<file path="src/rtl/byte_inc_sched_pkg.sv">
`default_nettype none
// +--------------------------------------------------------------------------+
// | byte_inc_sched_pkg : shared state encoding and job record for the sched  |
// | Rev 1.0                                                                  |
// +--------------------------------------------------------------------------+
package byte_inc_sched_pkg;

    // Sized for the largest requester count (8) and the widest address (16).
    localparam int ID_W       = 3;
    localparam int ADDR_W_MAX = 16;
    localparam int STATE_W    = 3;

    typedef enum logic [STATE_W-1:0] {
        ST_IDLE   = 3'd0,
        ST_CHECK  = 3'd1,
        ST_LAUNCH = 3'd2,
        ST_ACK    = 3'd3,
        ST_BUSY   = 3'd4,
        ST_DONE   = 3'd5
    } sched_state_t;

    typedef struct packed {
        logic [ID_W-1:0]       id;
        logic [ADDR_W_MAX-1:0] base_addr;
        logic [ADDR_W_MAX-1:0] length;
    } job_t;

endpackage
`default_nettype wire

</file>
<file path="src/rtl/byte_inc_sched_if.sv">
`default_nettype none
// +--------------------------------------------------------------------------+
// | byte_inc_sched_if : requester job post / completion bus                  |
// | Rev 1.0                                                                  |
// +--------------------------------------------------------------------------+
interface byte_inc_sched_if #(
    parameter int REQ_CNT    = 4,
    parameter int ADDR_WIDTH = 10
);
    logic [REQ_CNT-1:0]            req_valid;
    logic [REQ_CNT-1:0]            req_ready;
    logic [REQ_CNT*ADDR_WIDTH-1:0] req_base_addr;
    logic [REQ_CNT*ADDR_WIDTH-1:0] req_length;
    logic [REQ_CNT-1:0]            done;
    logic [REQ_CNT-1:0]            err;

    modport master (
        output req_valid, req_base_addr, req_length,
        input  req_ready, done, err
    );

    modport slave (
        input  req_valid, req_base_addr, req_length,
        output req_ready, done, err
    );
endinterface
`default_nettype wire

</file>
<file path="src/rtl/byte_inc_sched_rr_arbiter.sv">
`default_nettype none
// +--------------------------------------------------------------------------+
// | byte_inc_sched_rr_arbiter : combinational round-robin pick from ptr_i    |
// | Rev 1.0                                                                  |
// +--------------------------------------------------------------------------+
module byte_inc_sched_rr_arbiter
    import byte_inc_sched_pkg::*;
#(
    parameter int REQ_CNT = 4
) (
    input  wire  [REQ_CNT-1:0] req_i,
    input  wire  [ID_W-1:0]    ptr_i,
    output logic [REQ_CNT-1:0] grant_o,
    output logic [ID_W-1:0]    idx_o,
    output logic               valid_o
);
    localparam int              c_sum_w   = ID_W + 1;
    localparam logic [ID_W:0]   c_req_cnt = c_sum_w'(REQ_CNT);

    logic [REQ_CNT-1:0] w_rot;
    logic               w_found;
    logic [ID_W:0]      w_off;
    logic [ID_W:0]      w_sum;

    // Rotating the doubled vector puts requester ptr_i at bit 0.
    assign w_rot = REQ_CNT'({req_i, req_i} >> ptr_i);

    always_comb begin
        w_found = 1'b0;
        w_off   = '0;
        for (int k = 0; k < REQ_CNT; k++) begin
            if (!w_found && w_rot[k]) begin
                w_found = 1'b1;
                w_off   = c_sum_w'(k);
            end
        end
        w_sum = {1'b0, ptr_i} + w_off;
        if (w_sum >= c_req_cnt) begin
            w_sum = w_sum - c_req_cnt;
        end
    end

    assign valid_o = w_found;
    assign idx_o   = w_sum[ID_W-1:0];
    assign grant_o = w_found ? (REQ_CNT'(1) << w_sum[ID_W-1:0]) : '0;

endmodule
`default_nettype wire

</file>
<file path="src/rtl/byte_inc_sched.sv">
`default_nettype none
// +--------------------------------------------------------------------------+
// | byte_inc_sched : round-robin job scheduler in front of one byte_inc      |
// | Rev 1.0                                                                  |
// +--------------------------------------------------------------------------+
module byte_inc_sched
    import byte_inc_sched_pkg::*;
#(
    parameter int REQ_CNT     = 4,
    parameter int ADDR_WIDTH  = 10,
    parameter int ACK_TIMEOUT = 16,
    parameter int MAX_LEN     = 2**ADDR_WIDTH - 1
) (
    input  wire                         clk_i,
    input  wire                         srst_i,
    byte_inc_sched_if.slave             req_if,
    output logic                        busy_o,
    output logic [$clog2(REQ_CNT)-1:0]  cur_id_o,
    output logic                        eng_run_o,
    output logic [ADDR_WIDTH-1:0]       eng_base_addr_o,
    output logic [ADDR_WIDTH-1:0]       eng_length_o,
    input  wire                         eng_waitrequest_i
);
    localparam int                     c_cur_id_w  = $clog2(REQ_CNT);
    localparam int                     c_tmo_w     = $clog2(ACK_TIMEOUT + 1);
    localparam logic [c_tmo_w-1:0]     c_ack_tmo   = c_tmo_w'(ACK_TIMEOUT);
    localparam logic [ADDR_W_MAX-1:0]  c_max_len   = ADDR_W_MAX'(MAX_LEN);
    localparam logic [ID_W-1:0]        c_last_id   = ID_W'(REQ_CNT - 1);

    localparam logic [STATE_W-1:0] c_st_idle   = ST_IDLE;
    localparam logic [STATE_W-1:0] c_st_check  = ST_CHECK;
    localparam logic [STATE_W-1:0] c_st_launch = ST_LAUNCH;
    localparam logic [STATE_W-1:0] c_st_ack    = ST_ACK;
    localparam logic [STATE_W-1:0] c_st_busy   = ST_BUSY;
    localparam logic [STATE_W-1:0] c_st_done   = ST_DONE;

    logic [STATE_W-1:0] state_q, state_d;
    logic [ID_W-1:0]    ptr_q,   ptr_d;
    job_t               job_q,   job_d;
    logic [c_tmo_w-1:0] cnt_q,   cnt_d;

    logic [REQ_CNT-1:0]    w_grant;
    logic [ID_W-1:0]       w_grant_idx;
    logic                  w_arb_valid;
    logic [ADDR_WIDTH-1:0] w_sel_base;
    logic [ADDR_WIDTH-1:0] w_sel_len;
    logic [REQ_CNT-1:0]    w_id_oh;
    logic [c_tmo_w-1:0]    w_cnt_inc;
    logic [REQ_CNT-1:0]    w_ready;
    logic [REQ_CNT-1:0]    w_done;
    logic [REQ_CNT-1:0]    w_err;
    logic                  w_run;
    logic                  w_unused;

    byte_inc_sched_rr_arbiter #(
        .REQ_CNT (REQ_CNT)
    ) u_arb (
        .req_i   (req_if.req_valid),
        .ptr_i   (ptr_q),
        .grant_o (w_grant),
        .idx_o   (w_grant_idx),
        .valid_o (w_arb_valid)
    );

    always_comb begin
        w_sel_base = '0;
        w_sel_len  = '0;
        for (int i = 0; i < REQ_CNT; i++) begin
            if (w_grant[i]) begin
                w_sel_base = req_if.req_base_addr[i*ADDR_WIDTH +: ADDR_WIDTH];
                w_sel_len  = req_if.req_length[i*ADDR_WIDTH +: ADDR_WIDTH];
            end
        end
    end

    assign w_id_oh   = REQ_CNT'(1) << job_q.id;
    assign w_cnt_inc = (cnt_q == c_ack_tmo) ? cnt_q : cnt_q + 1'b1;

    always_comb begin
        state_d = state_q;
        ptr_d   = ptr_q;
        job_d   = job_q;
        cnt_d   = cnt_q;
        w_ready = '0;
        w_done  = '0;
        w_err   = '0;
        w_run   = 1'b0;
        case (state_q)
            c_st_idle: begin
                if (w_arb_valid) begin
                    w_ready         = w_grant;
                    job_d.id        = w_grant_idx;
                    job_d.base_addr = ADDR_W_MAX'(w_sel_base);
                    job_d.length    = ADDR_W_MAX'(w_sel_len);
                    ptr_d           = (w_grant_idx == c_last_id) ? '0 : w_grant_idx + 1'b1;
                    state_d         = c_st_check;
                end
            end
            c_st_check: begin
                if (job_q.length == '0) begin
                    w_done  = w_id_oh;
                    state_d = c_st_idle;
                end else if (job_q.length > c_max_len) begin
                    w_err   = w_id_oh;
                    state_d = c_st_idle;
                end else begin
                    state_d = c_st_launch;
                end
            end
            c_st_launch: begin
                if (!eng_waitrequest_i) begin
                    w_run   = 1'b1;
                    cnt_d   = '0;
                    state_d = c_st_ack;
                end
            end
            c_st_ack: begin
                // The error fires in the cycle the count reaches the limit,
                // i.e. ACK_TIMEOUT cycles after the run pulse.
                if (eng_waitrequest_i) begin
                    state_d = c_st_busy;
                end else begin
                    cnt_d = w_cnt_inc;
                    if (w_cnt_inc == c_ack_tmo) begin
                        w_err   = w_id_oh;
                        state_d = c_st_idle;
                    end
                end
            end
            c_st_busy: begin
                if (!eng_waitrequest_i) begin
                    state_d = c_st_done;
                end
            end
            c_st_done: begin
                w_done  = w_id_oh;
                state_d = c_st_idle;
            end
            default: state_d = c_st_idle;
        endcase
    end

    always_ff @(posedge clk_i) begin
        if (!srst_i) begin
            state_q <= c_st_idle;
            ptr_q   <= '0;
            job_q   <= '0;
            cnt_q   <= '0;
        end else begin
            state_q <= state_d;
            ptr_q   <= ptr_d;
            job_q   <= job_d;
            cnt_q   <= cnt_d;
        end
    end

    assign req_if.req_ready = w_ready;
    assign req_if.done      = w_done;
    assign req_if.err       = w_err;
    assign busy_o           = (state_q != c_st_idle);
    assign cur_id_o         = busy_o ? job_q.id[c_cur_id_w-1:0] : '0;
    assign eng_run_o        = w_run;
    assign eng_base_addr_o  = w_run ? job_q.base_addr[ADDR_WIDTH-1:0] : '0;
    assign eng_length_o     = w_run ? job_q.length[ADDR_WIDTH-1:0] : '0;

    // Package-wide field widths leave upper bits idle for small configs.
    assign w_unused = ^{job_q.base_addr, job_q.id};

endmodule
`default_nettype wire
</file>
<file path="src/flat_wrapper.sv">
// flat-port wrapper written by rule: the top's interface ports become plain ports
module byte_inc_sched_flat import byte_inc_sched_pkg::*;
#(
    parameter int REQ_CNT     = 4,
    parameter int ADDR_WIDTH  = 10,
    parameter int ACK_TIMEOUT = 16,
    parameter int MAX_LEN     = 2**ADDR_WIDTH - 1
)
  (clk_i, srst_i, busy_o, cur_id_o, eng_run_o, eng_base_addr_o, eng_length_o, eng_waitrequest_i, req_if_req_valid, req_if_req_base_addr, req_if_req_length, req_if_req_ready, req_if_done, req_if_err);
  byte_inc_sched_if #(.REQ_CNT(REQ_CNT), .ADDR_WIDTH(ADDR_WIDTH)) req_if_i ();
  input  wire clk_i;
  input  wire srst_i;
  output logic busy_o;
  output logic [$clog2(REQ_CNT)-1:0] cur_id_o;
  output logic eng_run_o;
  output logic [ADDR_WIDTH-1:0] eng_base_addr_o;
  output logic [ADDR_WIDTH-1:0] eng_length_o;
  input  wire eng_waitrequest_i;
  input wire logic [$bits(req_if_i.req_valid)-1:0] req_if_req_valid;
  input wire logic [$bits(req_if_i.req_base_addr)-1:0] req_if_req_base_addr;
  input wire logic [$bits(req_if_i.req_length)-1:0] req_if_req_length;
  output wire logic [$bits(req_if_i.req_ready)-1:0] req_if_req_ready;
  output wire logic [$bits(req_if_i.done)-1:0] req_if_done;
  output wire logic [$bits(req_if_i.err)-1:0] req_if_err;
  assign req_if_i.req_valid = req_if_req_valid;
  assign req_if_i.req_base_addr = req_if_req_base_addr;
  assign req_if_i.req_length = req_if_req_length;
  assign req_if_req_ready = req_if_i.req_ready;
  assign req_if_done = req_if_i.done;
  assign req_if_err = req_if_i.err;
  byte_inc_sched #(.REQ_CNT(REQ_CNT), .ADDR_WIDTH(ADDR_WIDTH), .ACK_TIMEOUT(ACK_TIMEOUT), .MAX_LEN(MAX_LEN)) u_core (.clk_i(clk_i), .srst_i(srst_i), .req_if(req_if_i), .busy_o(busy_o), .cur_id_o(cur_id_o), .eng_run_o(eng_run_o), .eng_base_addr_o(eng_base_addr_o), .eng_length_o(eng_length_o), .eng_waitrequest_i(eng_waitrequest_i));
endmodule
</file>
<file path="config.mk">
export PLATFORM = sky130hd
export DESIGN_NAME = byte_inc_sched_flat
export DESIGN_NICKNAME = d
export VERILOG_FILES = /design/src/rtl/byte_inc_sched_pkg.sv /design/src/rtl/byte_inc_sched_if.sv /design/src/rtl/byte_inc_sched_rr_arbiter.sv /design/src/rtl/byte_inc_sched.sv /design/src/flat_wrapper.sv
export SDC_FILE = /design/constraint.sdc
export NUM_CORES = 1
export LEC_CHECK = 0
export CORE_MARGIN = 4
export CORE_UTILIZATION = 46
export DETAILED_ROUTE_END_ITERATION = 10
export MAX_ROUTING_LAYER = met4
export PLACE_DENSITY = 0.86
export SLEW_MARGIN = 10
export SYNTH_ARGS = -nofsm -noshare
export SYNTH_HDL_FRONTEND = slang
export SYNTH_SLANG_ARGS = --single-unit
</file>
<file path="constraint.sdc">
create_clock -name clk_i -period 11.1 [get_ports clk_i]
set_input_delay 2.22 -clock clk_i [delete_from_list [all_inputs] [get_ports clk_i]]
set_output_delay 2.22 -clock clk_i [all_outputs]
set_load 0.01 [all_outputs]
</file>
# Word level (Yosys, flattened, before mapping)
# Index checks and enable logic that the tools add are counted.
totals:
  ff_bits: 34
  input_bits: 87
  output_inout_bits: 36
  word_cells: 85
classes:
  n_addsub: 4
  order_cmp: 2
  n_eq_ne: 13
  shifts: 3
  n_mux: 44
  n_reduce_logical: 13
op_table:
  columns: ["cell", "n"]
  rows:
  - ["$mux W10", 10]
  - ["$mux W4", 10]
  - ["$mux W3", 8]
  - ["$logic_not A16 Y1", 1]
  - ["$pmux W4 S2", 2]
  - ["$mux W5", 3]
  - ["$pmux W3 S5", 1]
  - ["$eq A5 B5 Y1 const B", 2]
  - ["$gt A10 B10 Y1 const B", 1]
  - ["$pmux W5 S2", 1]
  - ["$eq A3 B2 Y1 const B", 3]
  - ["$ne A2 B2 Y1 const B", 4]
  - ["$shl A1 B3 Y4 const A", 2]
  - ["$shr A8 B3 Y4", 1]
  - ["$mux W1", 7]
  - ["$eq A3 B3 Y1 const B", 2]
  - ["$add A5 B1 Y5 const B", 1]
  - ["$add A3 B4 Y4", 1]
  - ["$ge A4 B3 Y1 const B", 1]
  - ["$mux W2", 2]
  - ["$reduce_and A4 Y1", 1]
  - ["$add A3 B1 Y3 const B", 1]
  - ["$eq A3 B1 Y1 const B", 1]
  - ["$logic_and A1 B1 Y1", 3]
  - ["8 further kinds", 10]

# Logic depth before layout (Yosys ltp)
# Gate-level depths: netlist of run 1.
logic_depth:
  word_depth: 20
  ltp_mapped: 16
  ltp_nobuf: 13

# Hierarchy
# A second synthesis of run 1 with hierarchy kept.
hier_totals:
  cells_unflattened: 328
  hier_area_um2: 2618.8
modules_own_cells:
  columns: ["module", "n_inst", "cells_per_inst", "area_each_um2"]
  rows:
  - ["byte_inc_sched", 1, 294, 2351.0]
  - ["byte_inc_sched_rr_arbiter", 1, 34, 267.8]

# Least setup slack after synthesis of run 1
# OpenSTA, ideal clock, no wires.
synth_timing:
  kind: "input port to output port"
  from: "input req_if_req_valid[2]"
  to: "output req_if_req_ready[3]"
  arrival_ps: 4584
  setup_slack_ps: 4296
  path_stages: 10
  path_buffers: 2
  path_cell_list: "nor2b_1 -> a311o_1 -> nor4_1 -> a21oi_1 -> fa_1 -> inv_1 -> ha_1 -> clkbuf_1 -> clkbuf_1 -> and3_1"
synth_via:
  elab_chain_len: 18
synth_rtl:
  columns: ["element", "line_no", "rtl"]
  rows:
  - ["from (decl)", "flat_wrapper.sv:19", "input wire logic [$bits(req_if_i.req_valid)-1:0] req_if_req_valid;"]
  - ["$shr A8 B3 Y4 (*)", "byte_inc_sched_rr_arbiter.sv:26", "assign w_rot = REQ_CNT'({req_i, req_i} >> ptr_i);"]
  - ["$mux W1", "byte_inc_sched_rr_arbiter.sv:32", "if (!w_found && w_rot[k]) begin"]
  - ["$logic_not A1 Y1", "byte_inc_sched_rr_arbiter.sv:32", null]
  - ["$logic_and A1 B1 Y1", "byte_inc_sched_rr_arbiter.sv:32", null]
  - ["$mux W1", "byte_inc_sched_rr_arbiter.sv:32", null]
  - ["$logic_not A1 Y1", "byte_inc_sched_rr_arbiter.sv:32", null]
  - ["$logic_and A1 B1 Y1", "byte_inc_sched_rr_arbiter.sv:32", null]
  - ["$mux W1", "byte_inc_sched_rr_arbiter.sv:32", null]
  - ["[3 not listed]", null, null]
  - ["$add A3 B4 Y4 (*)", "byte_inc_sched_rr_arbiter.sv:37", "w_sum = {1'b0, ptr_i} + w_off;"]
  - ["$ge A4 B3 Y1 or $sub A3 B3 Y3 (tied branches)", "byte_inc_sched_rr_arbiter.sv:38, byte_inc_sched_rr_arbiter.sv:39", null]
  - ["$mux W3 (*)", "byte_inc_sched_rr_arbiter.sv:38", "if (w_sum >= c_req_cnt) begin"]
  - ["via u_core.u_arb.idx_o[1]", "byte_inc_sched_rr_arbiter.sv:14", "output logic [ID_W-1:0] idx_o,"]
  - ["$shl A1 B3 Y4 (*)", "byte_inc_sched_rr_arbiter.sv:45", "assign grant_o = w_found ? (REQ_CNT'(1) << w_sum[ID_W-1:0]) : '0;"]
  - ["$mux W4 (*)", "byte_inc_sched_rr_arbiter.sv:45", null]
  - ["$mux W4 (*)", "byte_inc_sched.sv:90", "if (w_arb_valid) begin"]
  - ["$mux W4 (*)", "byte_inc_sched.sv:88", "case (state_q)"]
  - ["to (decl)", "flat_wrapper.sv:22", "output wire logic [$bits(req_if_i.req_ready)-1:0] req_if_req_ready;"]
# The timed path passes the listed nets; every way through them passes the cells marked *.

# Worst setup path after layout of run 1
layout_timing:
  from: "input req_if_req_valid[2]"
  to: "output req_if_req_ready[1]"
layout_via:
  elab_chain_len: 18
layout_rtl:
  columns: ["element", "line_no"]
  rows:
  - ["$shr A8 B3 Y4 (*)", "byte_inc_sched_rr_arbiter.sv:26"]
  - ["$mux W1", "byte_inc_sched_rr_arbiter.sv:32"]
  - ["$logic_not A1 Y1", "byte_inc_sched_rr_arbiter.sv:32"]
  - ["$logic_and A1 B1 Y1", "byte_inc_sched_rr_arbiter.sv:32"]
  - ["$mux W1", "byte_inc_sched_rr_arbiter.sv:32"]
  - ["$logic_not A1 Y1", "byte_inc_sched_rr_arbiter.sv:32"]
  - ["$logic_and A1 B1 Y1", "byte_inc_sched_rr_arbiter.sv:32"]
  - ["$mux W1", "byte_inc_sched_rr_arbiter.sv:32"]
  - ["[2 not listed]", null]
  - ["$mux W4", "byte_inc_sched_rr_arbiter.sv:32"]
  - ["$add A3 B4 Y4", "byte_inc_sched_rr_arbiter.sv:37"]
  - ["$ge A4 B3 Y1 or $sub A3 B3 Y3 (tied branches)", "byte_inc_sched_rr_arbiter.sv:38, byte_inc_sched_rr_arbiter.sv:39"]
  - ["$mux W3", "byte_inc_sched_rr_arbiter.sv:38"]
  - ["$shl A1 B3 Y4", "byte_inc_sched_rr_arbiter.sv:45"]
  - ["$mux W4", "byte_inc_sched_rr_arbiter.sv:45"]
  - ["$mux W4 (*)", "byte_inc_sched.sv:90"]
  - ["$mux W4 (*)", "byte_inc_sched.sv:88"]
# Mark *: on every way between the ends. The rest lies on a longest branch, timed or not.

==> impl_metrics.csv, run 1 <==
group,metric,value,unit
sta,finalHoldViolations,0,
global_route,grt_pass1_vias,3077,
worst_setup_path,crit_required,8880,ps
worst_setup_path,path_depth,9,
clock_network,h-tree-depth,2,
sta,fmax,122.4,MHz
sta,setup_violations,0,
route,via_count,3104,
power_and_ir_drop,ir_drop,0.0002130,V
die,start_util,47.61,%
clock_network,ctsHoldBuffers,0,
sta,tns,0,ps
clock_network,cts_tree,"yes",
die,core,0.005921,mm2
die,die_w,86.28,um
worst_setup_path,cpMaxStageDelayCell,"ha_1",
sta,max_slew_margin,34.03,%
power_and_ir_drop,power_density,264.0,mW/mm2
worst_setup_path,crit_type,"primary input to primary output",
route,viasPerCell,5.738,
yosys,syn_area,0.002819,mm2
min_path,worstHoldPathType,"register to register",
run,maxCapViolCount,0,
clock_network,clock-sinks,34,
yosys,synth_ff_type,"dfxtp_1",
final_layout,num-fill-cells,489,
sta,slew_violations,0,
route,drt_iter0_markers,257,
final_layout,diodes,0,
sta,fin_ws,2933,ps
global_route,grt_pass1_wl,14040,um
placed_design,io_buffers,122,
die,chipHeight,86.28,um
yosys,synth_edf_count,0,
die,die-area,0.007444,mm2
worst_setup_path,cpMostUsedCell,"clkdlybuf4s50_1",
sta,timing_worst_slew_pin_value,985.9,ps
route,drc,0,
worst_setup_path,cp-end-kind,"primary output",
clock_network,cts_made_buffers,5,
placed_design,dp_slack,3047,ps
worst_setup_path,crit_buf_inv,2,
sta,fin_crit,8167,ps
sta,rsz0062_at_grt,"false",
yosys,syn_avg_cell_area,7.744,um2
clock_network,post-cts-setup-buffers,0,
worst_setup_path,slowest_delay,720,ps
final_layout,drive_gt1_share,4.506,%
final_layout,nNetsFinal,561,
yosys,syn-num-nets,460,
yosys,syn_inst,364,
placed_design,place.gp.congestion,0.8479,
clock_network,post_cts_resized,0,
clock_network,clockRootBuffer,"clkbuf_8",
clock_network,clk_latency,290,ps
sta,period_share,73.58,%
route,antenna_left,0,
yosys,yosysWarnings,0,
global_route,grt_usage,24.03,%
worst_setup_path,worst_ep_arrival_time,5950,ps
worst_setup_path,path_delay_family,"adder cells",
global_route,grt_max_degree,51,
worst_setup_path,startpoint_type,"primary input",
clock_network,clk_pin_slew_worst_paths,80,ps
route,routedWlPerCell,16.35,um
clock_network,cts_max_path_buffers,2,
placed_design,dpl.hpwl,6855,um
global_route,antenna_found_initial,0,
yosys,synth_seq_area_share,24.15,%
die,io_pins,123,
worst_setup_path,rr_worst_depth,11,
yosys,ys_types,56,
route,firstDrtPassIters,4,
global_route,grt.overflow.total,0,
sta,finClkSkew,5.845,ps
yosys,async_flop_share,0,%
worst_setup_path,path_max_fanout,22,
sta,timing.hold.ws,460.9,ps
run_status,run_status,"finished, final reports clean",
final_layout,utilization,69.82,%
yosys,ys_ff_latch,34,
min_path,holdPathStages,2,
die,std_cell_rows,28,
route,wl,8843,um
worst_setup_path,path_cells,"clkdlybuf4s50_1, nor2b_1, a311o_1, nor4_1, a21oi_1, fa_1, ha_1, and3_1, clkdlybuf4s50_1",
final_layout,area_growth,46.65,%
power_and_ir_drop,power_leakage,1.569,nW
cells in the mapped netlist, types with 2 or more instances:
cell type	n	area (um2)
dfxtp_1	34	680.7
inv_1	11	41.29
mux2i_1	24	240.2
and2_1	21	131.4
nor2_1	10	37.54
o21ai_0	24	120.1
ha_1	8	100.1
and3_1	6	37.54
nand4_1	21	131.4
or2_2	2	12.51
nor2b_1	26	162.7
buf_6	2	22.52
a21o_1	2	15.01
nand3_1	6	30.03
a21oi_1	14	70.07
o211ai_1	2	15.01
a221o_1	20	200.2
buf_2	4	20.02
buf_8	2	30.03
clkbuf_1	21	78.83
nand2b_1	4	25.02
or3_1	3	18.77
nand2_1	52	195.2
nor4_1	6	37.54
o211a_1	3	30.03
nor3_1	6	30.03
through the flow:
| step | area, um2 | std cells | power, mW |
|---|---|---|---|
| finish | 4134 | 541 | 1.091 |
| floorplan | 2819 | 364 | 0.7679 |
| CTS | 4134 | 541 | 1.087 |
| global placement | 3996 | 533 | 0.9133 |
| global route | 4134 | 541 | 1.182 |
| detailed placement | 3996 | 533 | 0.9414 |
cell families (layout without fill, tap and decap cells):
group / Yosys count / after routing / synth area share [%]
flip-flops: 34 / 34 / 24.15
AO/OA/AOI/OAI: 80 / 80 / 21.53
XOR/XNOR: 2 / 2 / 0.6215
AND/OR/NAND/NOR: 171 / 171 / 33.25
buffers and inverters: 43 / 145 / 7.279
multiplexers: 25 / 25 / 8.921
adder cells (fa/ha/maj): 9 / 9 / 4.261
report_power, final:
part	total (mW)	switching, mW	internal, mW
sequential	0.185	0.0314	0.154
combinational	0.768	0.405	0.363
clock	0.138	0.0483	0.0900
total	1.09	0.485	0.607
worst reg2reg max path, stage by stage (launching register included):
cell and delay (ps):
dfxtp_1 530, nor2b_1 90, a311o_1 460, nor4_1 410
a21oi_1 120, fa_1 630, ha_1 720, nor2b_1 100
buf_4 240, a221o_1 350, nand4_1 130, mux2i_1 100
path summary, 6_finish.rpt:
check | to | startpoint | slack [ps]
worst max-delay path | req_if_req_ready[1] | req_if_req_valid[2] | 2930
worst max register to register | u_core.job_q[9] | u_core.ptr_q[0] | 7090
worst min-delay path | u_core.job_q[17] | u_core.job_q[17] | 460
worst min register to register | u_core.job_q[17] | u_core.job_q[17] | 460
layout by cell type, fill, tap and decap left out, types with 2 or more instances in the layout:
cell / instances
clkbuf_8: 5
a221o_1: 20
nand2_1: 52
nand3_1: 6
o211ai_1: 2
a21oi_1: 14
dfxtp_1: 34
mux2i_1: 24
and3_1: 6
o211a_1: 3
nor2b_1: 26
inv_1: 11
ha_1: 8
nor2_1: 10
a21o_1: 2
nand4_1: 21
buf_4: 3
o21ai_0: 24
or3_1: 3
nor4_1: 6
or2_2: 2
bufinv_16: 2
and2_1: 21
nor3_1: 6
clkdlybuf4s50_1: 122
nand2b_1: 4
layer usage:
| metal | wire (um) | part of all wire [%] | track usage, % | up-vias |
|---|---|---|---|---|
| li1 | - | - | - | 1518 |
| met1 | 3766 | 43 | 28.01 | 1436 |
| met2 | 4374 | 49 | 41.21 | 128 |
| met3 | 468 | 5.3 | 3.897 | 22 |
| met4 | 234 | 2.6 | 9.632 | 0 |
| met5 | 0 | 0 | - | - |
layout make-up:
class | instances | area [um2] | share of cell area, %
repair buffers | 125 | 1244 | 30.08
inverters | 12 | 45.04 | 1.090
multi-input cells | 287 | 1933 | 46.76
flip-flops and latches | 34 | 680.7 | 16.46
clock buffers | 5 | 68.82 | 1.665
well taps | 75 | 93.84 | 2.270
clock inverters | 3 | 68.82 | 1.665
state kept, by name, summed over array words and instances (netlist names):
| name | count |
|---|---|
| u_core.job_q | 23 |
| u_core.state_q | 3 |
| u_core.ptr_q | 3 |
| u_core.cnt_q | 5 |
Note: power is estimated with default switching activity, not from simulation.
==> inputs of run 2 (changes only) <==
CORE_UTILIZATION = 43   (was 46)
PLACE_DENSITY = 0.82   (was 0.86)
clock period = 7.6 ns   (was 11.1 ns; I/O delays follow)
==> run 2 against run 1 <==
Net effect:
- clock-buffer cell count is the same
- flip-flop and latch count unchanged
- sequential share of layout area is essentially flat
- combinational power rose by 47%
- register-to-register slack got worse by 3500 ps
- final area down 0.27%
- via count decreased by 1.4%
==> impl_metrics.csv, run 2 (synthesized netlist as in run 1, its figures left out) <==
group,metric,value,unit
run_status,run_status,"finished, final reports clean",
sta,fin_crit,6424,ps
final_layout,diodes,0,
worst_setup_path,reg2reg_slack,3560,ps
min_path,worstHoldPathType,"register to register",
worst_setup_path,slowest_delay,630,ps
global_route,grt_max_degree,51,
worst_setup_path,rr_worst_depth,12,
global_route,grt_pass1_vias,2907,
power_and_ir_drop,power_leakage,1.561,nW
sta,finClkSkew,7.127,ps
route,antenna_left,0,
sta,rsz0062_at_grt,"false",
placed_design,io_buffers,122,
die,chipHeight,88.97,um
clock_network,clock-sinks,34,
die,core,0.006350,mm2
worst_setup_path,worst_ep_arrival_time,4900,ps
worst_setup_path,path_delay_family,"buffers and inverters",
power_and_ir_drop,p_total,1.579,mW
worst_setup_path,path_max_fanout,22,
final_layout,drive_gt1_share,5.128,%
worst_setup_path,cp-end-kind,"primary output",
clock_network,h-tree-depth,2,
global_route,grt.overflow.total,0,
die,die-area,0.007915,mm2
worst_setup_path,crit_buf_inv,3,
die,die_w,88.97,um
final_layout,nNetsFinal,563,
sta,fmax,155.7,MHz
placed_design,placedCellCount,537,
clock_network,cts_tree,"yes",
final_layout,final_cell_area,0.004123,mm2
clock_network,cts_max_path_buffers,2,
final_layout,largest_reg_flops,23,
final_layout,layout.cells.non_filler,545,
placed_design,dpl_cell_area,0.004009,mm2
sta,timing_worst_slew_pin_value,1177,ps
worst_setup_path,cpMaxStageDelayCell,"fa_1",
worst_setup_path,path_cells,"clkdlybuf4s50_1, nor2b_1, a311o_1, nor4_1, a21oi_1, fa_1, ha_1, buf_4, and3_1, clkdlybuf4s50_1",
global_route,grt_pass1_wl,13500,um
final_layout,final_cell_mix,"121 x clkdlybuf4s50_1, 52 x nand2_1, 34 x dfxtp_1",
route,viasPerCell,5.615,
global_route,antenna_found_initial,0,
clock_network,clk_latency,300,ps
clock_network,cts_made_buffers,5,
worst_setup_path,startpoint_type,"primary input",
route,via_count,3060,
die,std_cell_rows,29,
route,wl,8859,um
placed_design,place.gp.congestion,0.8823,
final_layout,num-fill-cells,530,
worst_setup_path,cpMostUsedCell,"clkdlybuf4s50_1",
clock_network,ctsHoldBuffers,0,
sta,slew_violations,0,
min_path,holdPathStages,2,
sta,finalHoldViolations,0,
final_layout,top_regs,"u_core.job_q: 23 flops, u_core.cnt_q: 5 flops",
route,drc,0,
route,drt_iter0_markers,155,
final_layout,top_register,"u_core.job_q",
worst_setup_path,crit_required,6080,ps
placed_design,dpl.hpwl,6652,um
die,start_util,44.39,%
route,routedWlPerCell,16.26,um
worst_setup_path,crit_type,"primary input to primary output",
die,io_pins,123,
sta,tns,0,ps
sta,max_slew_margin,21.23,%
clock_network,post-cts-setup-buffers,0,
clock_network,clk_pin_slew_worst_paths,80,ps
clock_network,post_cts_resized,0,
final_layout,final_common_cell,"clkdlybuf4s50_1",
power_and_ir_drop,power_density,382.9,mW/mm2
sta,period_share,84.52,%
clock_network,clockRootBuffer,"clkbuf_8",
worst_setup_path,path_depth,10,
final_layout,area_growth,46.25,%
route,firstDrtPassIters,4,
global_route,grt_usage,22.43,%
power_and_ir_drop,ir_drop,0.0002641,V
run,maxCapViolCount,0,
sta,setup_violations,0,
==> run 2: final cells by class <==
cell class	instances	area [um2]	area share, %
repair buffers	127	1254	30.41
clock inverters	3	45.04	1.093
clock buffers	5	68.82	1.669
well taps	77	96.34	2.337
inverters	12	45.04	1.093
multi-input cells	287	1933	46.89
flip-flops and latches	34	680.7	16.51
==> run 2: tightest hold or removal path: cells and delay by family, from the launching register on <==
| kind | cells | cell delay, ps |
|---|---|---|
| DFF | 1 | 310 |
| and+or+nand+nor | 1 | 50 |
| muxes | 1 | 50 |
==> run 2: report_power, final <==
group | total, mW | internal, mW | switching, mW
sequential | 0.271 | 0.225 | 0.0467
combinational | 1.13 | 0.536 | 0.596
clock | 0.175 | 0.0976 | 0.0775
==> run 2: metrics by stage <==
stage               hold WS [ps]  worst slack, ps  utilization, %
finish                     461.2             1176           64.93
global route               493.0             1007           64.93
CTS                        462.1             1180           64.93
detailed placement         449.2             1270           63.13
global placement           442.5             1385           63.13
floorplan                  433.9             2196               -
==> run 2: worst paths after layout <==
path / start / endpoint
worst max register to register: u_core.ptr_q[0] / u_core.job_q[0]
worst max-delay path: req_if_req_valid[2] / req_if_req_ready[1]
worst min register to register: u_core.job_q[20] / u_core.job_q[20]
worst min-delay path: u_core.job_q[20] / u_core.job_q[20]
==> run 2: per-layer routing <==
metal | global-route usage, % | wire length [um] | vias up | part of all wire (%)
li1 | - | - | 1526 | -
met1 | 26.18 | 3607 | 1415 | 41
met2 | 37.58 | 4387 | 106 | 50
met3 | 7.097 | 723 | 13 | 8.2
met4 | 5.548 | 140 | 0 | 1.6
met5 | - | 0 | - | 0
==> inputs of run 3 (changes only) <==
clock period = 6.4 ns   (was 7.6 ns; I/O delays follow)
==> run 3 against run 2 <==
Net effect:
- clock power down 6%
- final area down 0.36%
- sequential power up 19%
- register-to-register slack worse by 1100 ps
- worst hold slack worse by 1.0 ps
- critical endpoint is now req_if_req_ready[2]
==> impl_metrics.csv, run 3 (synthesized netlist as in run 1, its figures left out) <==
group,metric,value,unit
clock_network,clk_pin_slew_worst_paths,60,ps
global_route,grt_usage,22.94,%
worst_setup_path,reg2reg_slack,2440,ps
sta,setup_violations,0,
global_route,grt_max_degree,51,
die,std_cell_rows,29,
clock_network,cts_max_path_buffers,2,
route,firstDrtPassIters,4,
run_status,run_status,"finished, final reports clean",
final_layout,final_common_cell,"clkdlybuf4s50_1",
die,die-area,0.007915,mm2
worst_setup_path,startpoint_type,"primary input",
final_layout,top_regs,"u_core.job_q: 23 flops, u_core.cnt_q: 5 flops",
min_path,hold_start,"u_core.job_q[25]",
worst_setup_path,cpMostUsedCell,"clkdlybuf4s50_1",
final_layout,drive_gt1_share,5.117,%
clock_network,post_cts_resized,0,
run,maxCapViolCount,0,
placed_design,dpl_cell_area,0.004016,mm2
worst_setup_path,cpMaxStageDelayCell,"fa_1",
worst_setup_path,worst_ep_arrival_time,4350,ps
worst_setup_path,r2r_start,"u_core.ptr_q[0]",
clock_network,clockRootBuffer,"clkbuf_8",
min_path,worstHoldPathType,"register to register",
sta,period_share,87.98,%
final_layout,nNetsFinal,564,
global_route,grt_pass1_wl,13970,um
power_and_ir_drop,ir_drop,0.0005746,V
die,io_pins,123,
worst_setup_path,cp-end-kind,"primary output",
clock_network,cts_tree,"yes",
die,core,0.006350,mm2
sta,timing.hold.ws,460.2,ps
route,antenna_left,0,
sta,fin_crit,5631,ps
final_layout,largest_reg_flops,23,
sta,rsz0062_at_grt,"false",
global_route,antenna_found_initial,0,
sta,finClkSkew,7.389,ps
final_layout,final_cell_area,0.004108,mm2
global_route,grt.overflow.total,0,
route,routedWlPerCell,16.24,um
die,start_util,44.39,%
clock_network,clock-sinks,34,
sta,slew_violations,0,
clock_network,h-tree-depth,2,
final_layout,final_cell_mix,"121 x clkdlybuf4s50_1, 52 x nand2_1, 34 x dfxtp_1",
final_layout,diodes,0,
sta,timing_worst_slew_pin_value,870.6,ps
clock_network,clk_latency,290,ps
power_and_ir_drop,power_leakage,1.564,nW
route,drt_iter0_markers,86,
clock_network,ctsHoldBuffers,0,
worst_setup_path,crit_type,"primary input to primary output",
min_path,holdPathEnd,"u_core.job_q[25]",
placed_design,dpl.hpwl,6944,um
worst_setup_path,rr_worst_depth,12,
route,via_count,3091,
placed_design,place.gp.congestion,0.7880,
worst_setup_path,crit_required,5120,ps
worst_setup_path,path_max_fanout,8,
min_path,holdPathStages,2,
power_and_ir_drop,power_density,446.0,mW/mm2
worst_setup_path,r2r_end,"u_core.job_q[5]",
sta,max_slew_margin,41.74,%
placed_design,io_buffers,122,
sta,tns,0,ps
clock_network,cts_made_buffers,5,
worst_setup_path,slowest_delay,640,ps
clock_network,post-cts-setup-buffers,0,
global_route,grt_pass1_vias,3115,
final_layout,utilization,64.69,%
final_layout,area_growth,45.72,%
sta,fmax,177.6,MHz
final_layout,top_register,"u_core.job_q",
route,drc,0,
route,wl,8865,um
worst_setup_path,path_cells,"clkdlybuf4s50_1, nor2b_1, a311o_1, nor4_1, a21oi_1, fa_1, inv_1, ha_1, and3_1, clkdlybuf4s50_1",
die,chipHeight,88.97,um
die,die_w,88.97,um
sta,finalHoldViolations,0,
route,viasPerCell,5.661,
[run 3: cell count changes in the layout (fill, tap and decap cells not counted), sizes merged]
cell,change
clkbuf,+2
clkinvlp,-2
buf,+1
bufinv,-1
clkinv,+1
[run 3: power by group]
group / internal (mW) / total [mW] / switching (mW) / leakage [nW]
Combinational: 0.642 / 1.35 / 0.704 / 1.24
Clock: 0.0868 / 0.164 / 0.0774 / 0.0482
Sequential: 0.267 / 0.322 / 0.0548 / 0.279
[run 3: worst max path at each step]
stage	startpoint	to	slack [ps]	cells after the start
finish	req_if_req_valid[2]	req_if_req_ready[2]	770	10
global route	req_if_req_valid[2]	req_if_req_ready[0]	540	9
CTS	req_if_req_valid[2]	req_if_req_ready[2]	780	10
detailed placement	req_if_req_valid[2]	req_if_req_ready[2]	780	10
global placement	req_if_req_valid[2]	req_if_req_ready[1]	890	11
floorplan	req_if_req_valid[2]	req_if_req_ready[3]	1480	10
[run 3: worst max-delay path: cells and delay by family]
family	cells	cell delay, ps
AOI/OAI and AO/OA	2	570
adders and majority gates	2	830
buffers and inverters	3	1000
and+or+nand+nor	3	660
[run 3: layer usage]
| metal | global-route usage (%) | wire length (um) | vias to the layer above |
|---|---|---|---|
| met5 | - | 0 | - |
| met4 | 7.172 | 252 | 0 |
| met3 | 5.991 | 703 | 19 |
| met1 | 26.20 | 3587 | 1424 |
| li1 | - | - | 1524 |
| met2 | 39.27 | 4321 | 124 |
[run 3: layout make-up]
class / count / area [um2]
clock inverters: 1 / 5.005
flip-flops and latches: 34 / 680.7
clock buffers: 7 / 86.33
multi-input cells: 287 / 1933
well taps: 77 / 96.34
inverters: 12 / 45.04
fillers: 535 / 2242
repair buffers: 128 / 1261
[run 3: stage by stage]
step / worst slack [ps] / std cells / total power, mW
2_1_floorplan: 1476 / 364 / 1.332
6_report: 769.0 / 546 / 1.832
3_3_place_gp: 889.2 / 538 / 1.627
3_5_place_dp: 784.8 / 538 / 1.665
4_1_cts: 779.2 / 546 / 1.830
5_1_grt: 544.3 / 546 / 1.995
